`src/rtl/bin2bcd_ctrl.sv`:
```
`default_nettype none
// ============================================================================
// Module   : bin2bcd_ctrl
// Purpose  : Two-port round-robin arbiter and sequencer for the double-dabble
//            BCD datapath. Grants one 16-bit request at a time, strobes the
//            datapath through load / add / shift, and returns a registered
//            4-digit packed BCD result with done, ack and overflow.
// Revision : 1.0  initial release
// ============================================================================
module bin2bcd_ctrl #(
    parameter logic [15:0] OVF_LIMIT = 16'd9999
) (
    input  logic        clk,
    input  logic        reset,
    input  logic        req0,
    input  logic        req1,
    input  logic [15:0] bin0,
    input  logic [15:0] bin1,
    output logic        ack0,
    output logic        ack1,
    output logic        load_en,
    output logic        add_en,
    output logic        shift_en,
    output logic [15:0] binary_in,
    input  logic [31:0] shift_reg,
    input  logic [4:0]  bit_count,
    output logic [15:0] bcd_out,
    output logic        done,
    output logic        done_id,
    output logic        overflow,
    output logic        busy
);

    localparam logic [2:0] S_IDLE   = 3'd0;
    localparam logic [2:0] S_LOAD   = 3'd1;
    localparam logic [2:0] S_ADD    = 3'd2;
    localparam logic [2:0] S_SHIFT  = 3'd3;
    localparam logic [2:0] S_FINISH = 3'd4;

    logic [2:0]  r_state;
    logic [2:0]  w_state_next;

    logic        r_last;
    logic        r_grant;
    logic        r_ovf_pend;
    logic [15:0] r_binary_in;

    logic [15:0] r_bcd_out;
    logic        r_done;
    logic        r_ack0;
    logic        r_ack1;
    logic        r_done_id;
    logic        r_overflow;

    logic        w_start;
    logic        w_winner;
    logic [15:0] w_operand;
    logic        w_finish;

    // The low half of the datapath register is the binary shift-out area;
    // only the BCD digits in the upper half matter here.
    logic        w_unused_low;
    assign w_unused_low = ^shift_reg[15:0];

    // A new grant is blocked in the ack cycle so a held request is treated
    // as a fresh one only from the following cycle.
    assign w_start   = (r_state == S_IDLE) && !r_ack0 && !r_ack1 && (req0 || req1);
    // Sole requester wins; on a tie the port that was not served last wins.
    assign w_winner  = (req0 && req1) ? ~r_last : req1;
    assign w_operand = w_winner ? bin1 : bin0;
    assign w_finish  = (r_state == S_FINISH);

    // State register
    always_ff @(posedge clk or negedge reset) begin
        if (!reset) begin
            r_state <= S_IDLE;
        end else begin
            r_state <= w_state_next;
        end
    end

    // Next-state logic; bit_count==1 during SHIFT means the final shift
    always_comb begin
        w_state_next = r_state;
        case (r_state)
            S_IDLE:   w_state_next = w_start ? S_LOAD : S_IDLE;
            S_LOAD:   w_state_next = S_ADD;
            S_ADD:    w_state_next = (bit_count == 5'd0) ? S_FINISH : S_SHIFT;
            S_SHIFT:  w_state_next = (bit_count == 5'd1) ? S_FINISH : S_ADD;
            S_FINISH: w_state_next = S_IDLE;
            default:  w_state_next = S_IDLE;
        endcase
    end

    // Datapath strobes and busy, decoded from the current state
    always_comb begin
        load_en  = 1'b0;
        add_en   = 1'b0;
        shift_en = 1'b0;
        busy     = (r_state != S_IDLE);
        case (r_state)
            S_LOAD:  load_en  = 1'b1;
            S_ADD:   add_en   = 1'b1;
            S_SHIFT: shift_en = 1'b1;
            default: ;
        endcase
    end

    // Grant bookkeeping: latch winner, operand and overflow flag at grant
    always_ff @(posedge clk or negedge reset) begin
        if (!reset) begin
            r_last      <= 1'b1;
            r_grant     <= 1'b0;
            r_ovf_pend  <= 1'b0;
            r_binary_in <= 16'd0;
        end else if (w_start) begin
            r_last      <= w_winner;
            r_grant     <= w_winner;
            r_ovf_pend  <= (w_operand > OVF_LIMIT);
            r_binary_in <= w_operand;
        end
    end

    // Result capture on FINISH exit; done/ack are single-cycle pulses
    always_ff @(posedge clk or negedge reset) begin
        if (!reset) begin
            r_bcd_out  <= 16'd0;
            r_done     <= 1'b0;
            r_ack0     <= 1'b0;
            r_ack1     <= 1'b0;
            r_done_id  <= 1'b0;
            r_overflow <= 1'b0;
        end else begin
            r_done <= w_finish;
            r_ack0 <= w_finish && !r_grant;
            r_ack1 <= w_finish && r_grant;
            if (w_finish) begin
                r_bcd_out  <= shift_reg[31:16];
                r_done_id  <= r_grant;
                r_overflow <= r_ovf_pend;
            end
        end
    end

    assign binary_in = r_binary_in;
    assign bcd_out   = r_bcd_out;
    assign done      = r_done;
    assign ack0      = r_ack0;
    assign ack1      = r_ack1;
    assign done_id   = r_done_id;
    assign overflow  = r_overflow;

endmodule
`default_nettype wire

```
`config.mk`:
```
export PLATFORM = sky130hd
export DESIGN_NAME = bin2bcd_ctrl
export DESIGN_NICKNAME = d
export VERILOG_FILES = /design/src/rtl/bin2bcd_ctrl.sv
export SDC_FILE = /design/constraint.sdc
export NUM_CORES = 1
export LEC_CHECK = 0
export BUFFER_PORTS_ARGS = -buffer_cell sky130_fd_sc_hd__buf_2
export CAP_MARGIN = 10
export CORE_ASPECT_RATIO = 0.8
export CORE_MARGIN = 1.5
export CORE_UTILIZATION = 42
export CTS_CLUSTER_SIZE = 28
export DETAILED_ROUTE_END_ITERATION = 10
export GPL_TIMING_DRIVEN = 0
export PLACE_DENSITY = 0.84
export SYNTH_ARGS = -nofsm -noshare
export SYNTH_HDL_FRONTEND = slang
export SYNTH_SLANG_ARGS = --single-unit
export TNS_END_PERCENT = 5
```
`constraint.sdc`:
```
create_clock -name clk -period 5.2 [get_ports clk]
set_input_delay 0.78 -clock clk [delete_from_list [all_inputs] [get_ports clk]]
set_output_delay 0.78 -clock clk [all_outputs]
set_load 0.01 [all_outputs]
```
# After elaboration in Yosys (flattened, before gate mapping)
# Index checks and enable logic that the tools add are counted.
[word_totals]
regBits = 43
out_inout_bits = 41
[classes]
order_cmp = 1
n_eq_ne = 5
mux = 9
bitwise_logic = 1
n_reduce_logical = 13
[op_table]
columns = ["op", "count"]
rows = [
  ["$gt A16 B14 Y1 const B", 1],
  ["$mux W16", 1],
  ["$pmux W3 S4", 1],
  ["$eq A3 B2 Y1 const B", 2],
  ["$logic_and A1 B1 Y1", 6],
  ["$mux W3", 2],
  ["$eq A5 B1 Y1 const B", 1],
  ["$logic_not A5 Y1", 1],
  ["$mux W1", 5],
  ["$eq A3 B1 Y1 const B", 1],
  ["$eq A3 B3 Y1 const B", 1],
  ["$logic_not A1 Y1", 3],
  ["$logic_not A3 Y1", 1],
  ["$reduce_bool A3 Y1", 1],
  ["$logic_or A1 B1 Y1", 1],
  ["$not A1 Y1", 1],
]

# Longest topological paths before layout
[logic_depth]
depth_word = 6
ltp_mapped = 6
depth_no_buf = 4

# Worst setup path after synthesis
# Ideal clock, no wire load.
[synth_path]
path_type = "in2reg"
startpoint = "input port req1"
endpoint = "register r_ovf_pend"
setup_ps = 125
t_arrival_ps = 1749
required_ps = 5075
path_slack_ps = 3327
path_stages = 5
path_buffers = 1
cell_sequence = "a21boi_0 clkbuf_1 nand3_1 o32ai_1 o21ai_2"
[synth_between]
elab_chain_len = 4
word_cells_on_any_way = 6
cone_classes = "order compare: 1; mux: 2; reduce/logical: 3"
[synth_rtl]
columns = ["element", "line", "rtl"]
rows = [
  ["start, declared", "16", "input logic req1,"],
  ["$logic_and A1 B1 Y1", "69", "assign w_winner = (req0 && req1) ? ~r_last : req1;"],
  ["$mux W1", "69", ""],
  ["$mux W16", "70", "assign w_operand = w_winner ? bin1 : bin0;"],
  ["$gt A16 B14 Y1", "119", "r_ovf_pend <= (w_operand > OVF_LIMIT);"],
  ["end signal, assigned", "119", ""],
  ["end, declared", "45", "logic r_ovf_pend;"],
]
# Several ways; a longest one is shown, not always the timed one.
# A chain may end at the register's enable or synchronous reset.

# Final worst setup path
[layout_path]
startpoint = "register r_state[0]"
endpoint = "output port busy"
[layout_between]
elab_chain_len = 1
[layout_rtl]
columns = ["element", "line", "rtl"]
rows = [
  ["start, declared", "40", "logic [2:0] r_state;"],
  ["start signal, assigned", "78", "r_state <= w_state_next;"],
  ["$reduce_bool A3 Y1", "100", "busy = (r_state != S_IDLE);"],
  ["end, declared", "31", "output logic busy"],
]
# Every way passes these cells.

==> flow_metrics.py <==
metrics = {
    "worst_setup_path": {
        "crit_arrival_ns": 1.26,
        "start_kind": "flip-flop",
        "crit_type": "reg2out",
        "cp.required_ns": 4.42,
        "critPathMaxFanout": 6,
        "endpoint_kind": "primary output",
    },
    "timing": {
        "fin_crit_sh_pct": 39.3,
        "finalSetupViolations": 0,
        "timing.hold.ws_ns": 0.473,
        "finalWorstSetupSlack_ns": 3.16,
        "clock_skew_ns": 0.00369,
        "fin_crit_ns": 2.04,
        "slew_headroom_pct": 36.7,
        "fin_setup_tns_ns": 0,
        "worstMarginPinSlew_ns": 0.949,
        "hold_violations": 0,
        "timing.final.max_slew_violations": 0,
        "max_clock_freq_mhz": 489,
        "rsz0062_at_grt": "false",
    },
    "drt": {
        "first_iter_violations": 55,
        "wl_um": 3990,
        "drtPass1Iterations": 4,
        "drc_errors": 0,
        "drt-vias-per-instance": 4.89,
        "vias": 1546,
        "ant_nets": 0,
        "wl_per_cell_um": 12.6,
    },
    "synthesis": {
        "synth-warning-count": 0,
        "postSynthCellCount": 155,
        "async_flop_share_pct": 100,
        "syn-mean-instance-area_um2": 12.4,
        "syn_area_um2": 1920,
        "synth_fp_nets": 228,
        "synth_edf_count": 0,
        "ys_ff_latch": 43,
        "seq_area_frac_synth_pct": 56.2,
        "ys.flop_type": "dfrtp_1",
        "ys_types": 26,
    },
    "finish": {
        "antenna_cells": 0,
        "fin_nets": 332,
        "syn2layout_area_growth_pct": 34.4,
        "multi_input_area_um2": 777,
        "fillers": 377,
        "seq_area_um2": 1080,
        "layout-drive-gt1-share_pct": 54.1,
    },
    "floorplan": {
        "die_area_um2": 4980,
        "start_util_pct": 44.8,
        "ioPinCount": 114,
        "dieWidth_um": 78.6,
        "num_rows": 21,
        "die-height_um": 63.4,
        "core_um2": 4280,
    },
    "clock_network": {
        "cts_buffer_depth": 2,
        "clock_latency_ns": 0.28,
        "clock-root-buffer": "clkbuf_8",
        "post_cts_buffers": 0,
        "cts_tree": "yes",
        "ctsHtreeMaxLevel": 2,
        "cts_resized": 0,
        "cts_sinks": 43,
        "clkTransAtPathRegs_ns": 0.07,
        "ctsHoldBuffers": 0,
        "numCtsBuffers": 5,
    },
    "min_path": {
        "hold_class": "reg2reg",
    },
    "placed_design": {
        "gp_congestion": 0.774,
        "place_ws_ns": 3.02,
        "hpwlAfterDp_um": 3040,
        "port_buffers": 97,
    },
    "power": {
        "p_per_area_nw_per_um2": 436,
        "irDropWorstVdd_mv": 0.293,
        "p_leak_nw": 1.41,
    },
    "global_route": {
        "gr-usage-met2_pct": 26.8,
        "grt_max_degree": 44,
        "busiest_layer": "met2",
        "antenna_found_initial": 0,
        "grt_pass1_wl_um": 6600,
        "track_usage_pct": 17.1,
        "grt-ovfl-total": 0,
        "grt_use_met1_pct": 23.4,
        "first_global_vias": 1435,
        "met3_usage_pct": 4.20,
    },
    "flow_run": {
        "maxCapViolations": 0,
    },
    "run_status": {
        "status": "finished, final reports clean",
    },
}
flip-flops by register name (all words and copies together) (netlist names):
| name | flops |
|---|---|
| bcd_out | 16 |
| binary_in | 16 |
| r_state | 3 |
| ack0 | 1 |
| ack1 | 1 |
| done | 1 |
| done_id | 1 |
| overflow | 1 |
| r_grant | 1 |
| r_last | 1 |
| r_ovf_pend | 1 |
path summary, 6_finish.rpt:
kind	startpoint	depth (start not counted)	to	slack (ns)
max reg2reg	r_state[0]	4	r_grant	3.31
max	r_state[0]	2	busy	3.16
min reg2reg	binary_in[7]	2	binary_in[7]	0.47
min	binary_in[7]	2	binary_in[7]	0.47
max in group asynchronous	reset	1	binary_in[12]	3.97
min in group asynchronous	reset	1	binary_in[7]	0.63
metal layers:
metal | vias to the layer above | part of all wire (%)
met3 | 4 | 7.0
li1 | 761 | -
met2 | 60 | 45
met1 | 721 | 47
met4 | 0 | 0.88
met5 | - | 0
worst max-delay path, stage by stage (launching register included):
cell     delay (ns)
dfrtp_1        0.43
or3_4          0.40
buf_2          0.15
cells in the final DEF, fill, tap and decap left out:
master	count
buf_2	97
dfrtp_1	42
nand2_1	20
mux2_2	18
mux2i_1	17
o21ai_2	10
nor2_1	6
o21ai_0	6
clkbuf_1	5
o21ai_1	5
clkbuf_8	5
buf_6	4
nor4_1	4
nor3b_1	2
nand3_1	2
mux2_4	2
nand4_1	2
or3_4	1
or4_4	1
or4_1	1
inv_1	1
nor3_1	1
a211oi_1	1
nor2b_1	1
and2_1	1
a21boi_0	1
o32ai_1	1
bufinv_16	1
dfstp_2	1
through the flow:
stage               util (%)  cell area (µm²)  cells  total power (W)
floorplan                  -             1920    155         0.000733
global placement        57.8             2470    309         0.000883
detailed placement      57.8             2470    309         0.000894
CTS                     60.2             2580    316          0.00114
global route            60.2             2580    316          0.00121
finish                  60.2             2580    316          0.00112
layout make-up:
class / instances / share of cell area (%)
sequential: 43 / 41.8
multi-input combinational: 103 / 30.1
timing repair buffer: 97 / 18.8
clock buffer: 6 / 2.82
tap: 57 / 2.77
buffer: 8 / 2.33
clock inverter: 1 / 1.17
inverter: 1 / 0.146
kinds of logic after synthesis:
family / share of synthesized area, %
DFF: 56.2
and+or+nand+nor: 10.8
muxes: 21.0
AOI/OAI and AO/OA: 8.68
buffers and inverters: 3.33
Yosys cell counts (2+ instances only):
master,number,share of area (%)
nor4_1,4,1.3
nand2_1,20,3.9
dfrtp_1,42,55
nor3b_1,2,0.78
mux2_2,18,11
mux2i_1,17,8.9
mux2_4,2,1.6
o21ai_2,10,4.6
o21ai_1,5,1.3
buf_6,4,2.3
clkbuf_1,4,0.78
nand3_1,2,0.52
nand4_1,2,0.65
o21ai_0,6,1.6
nor2_1,6,1.2
where the power goes:
part | switching, W | internal (W) | leakage, nW
registers | 0.0000576 | 0.000440 | 0.558
logic | 0.000196 | 0.000187 | 0.796
clock network | 0.000103 | 0.000141 | 0.0513
Note: power is estimated with default switching activity, not from simulation.
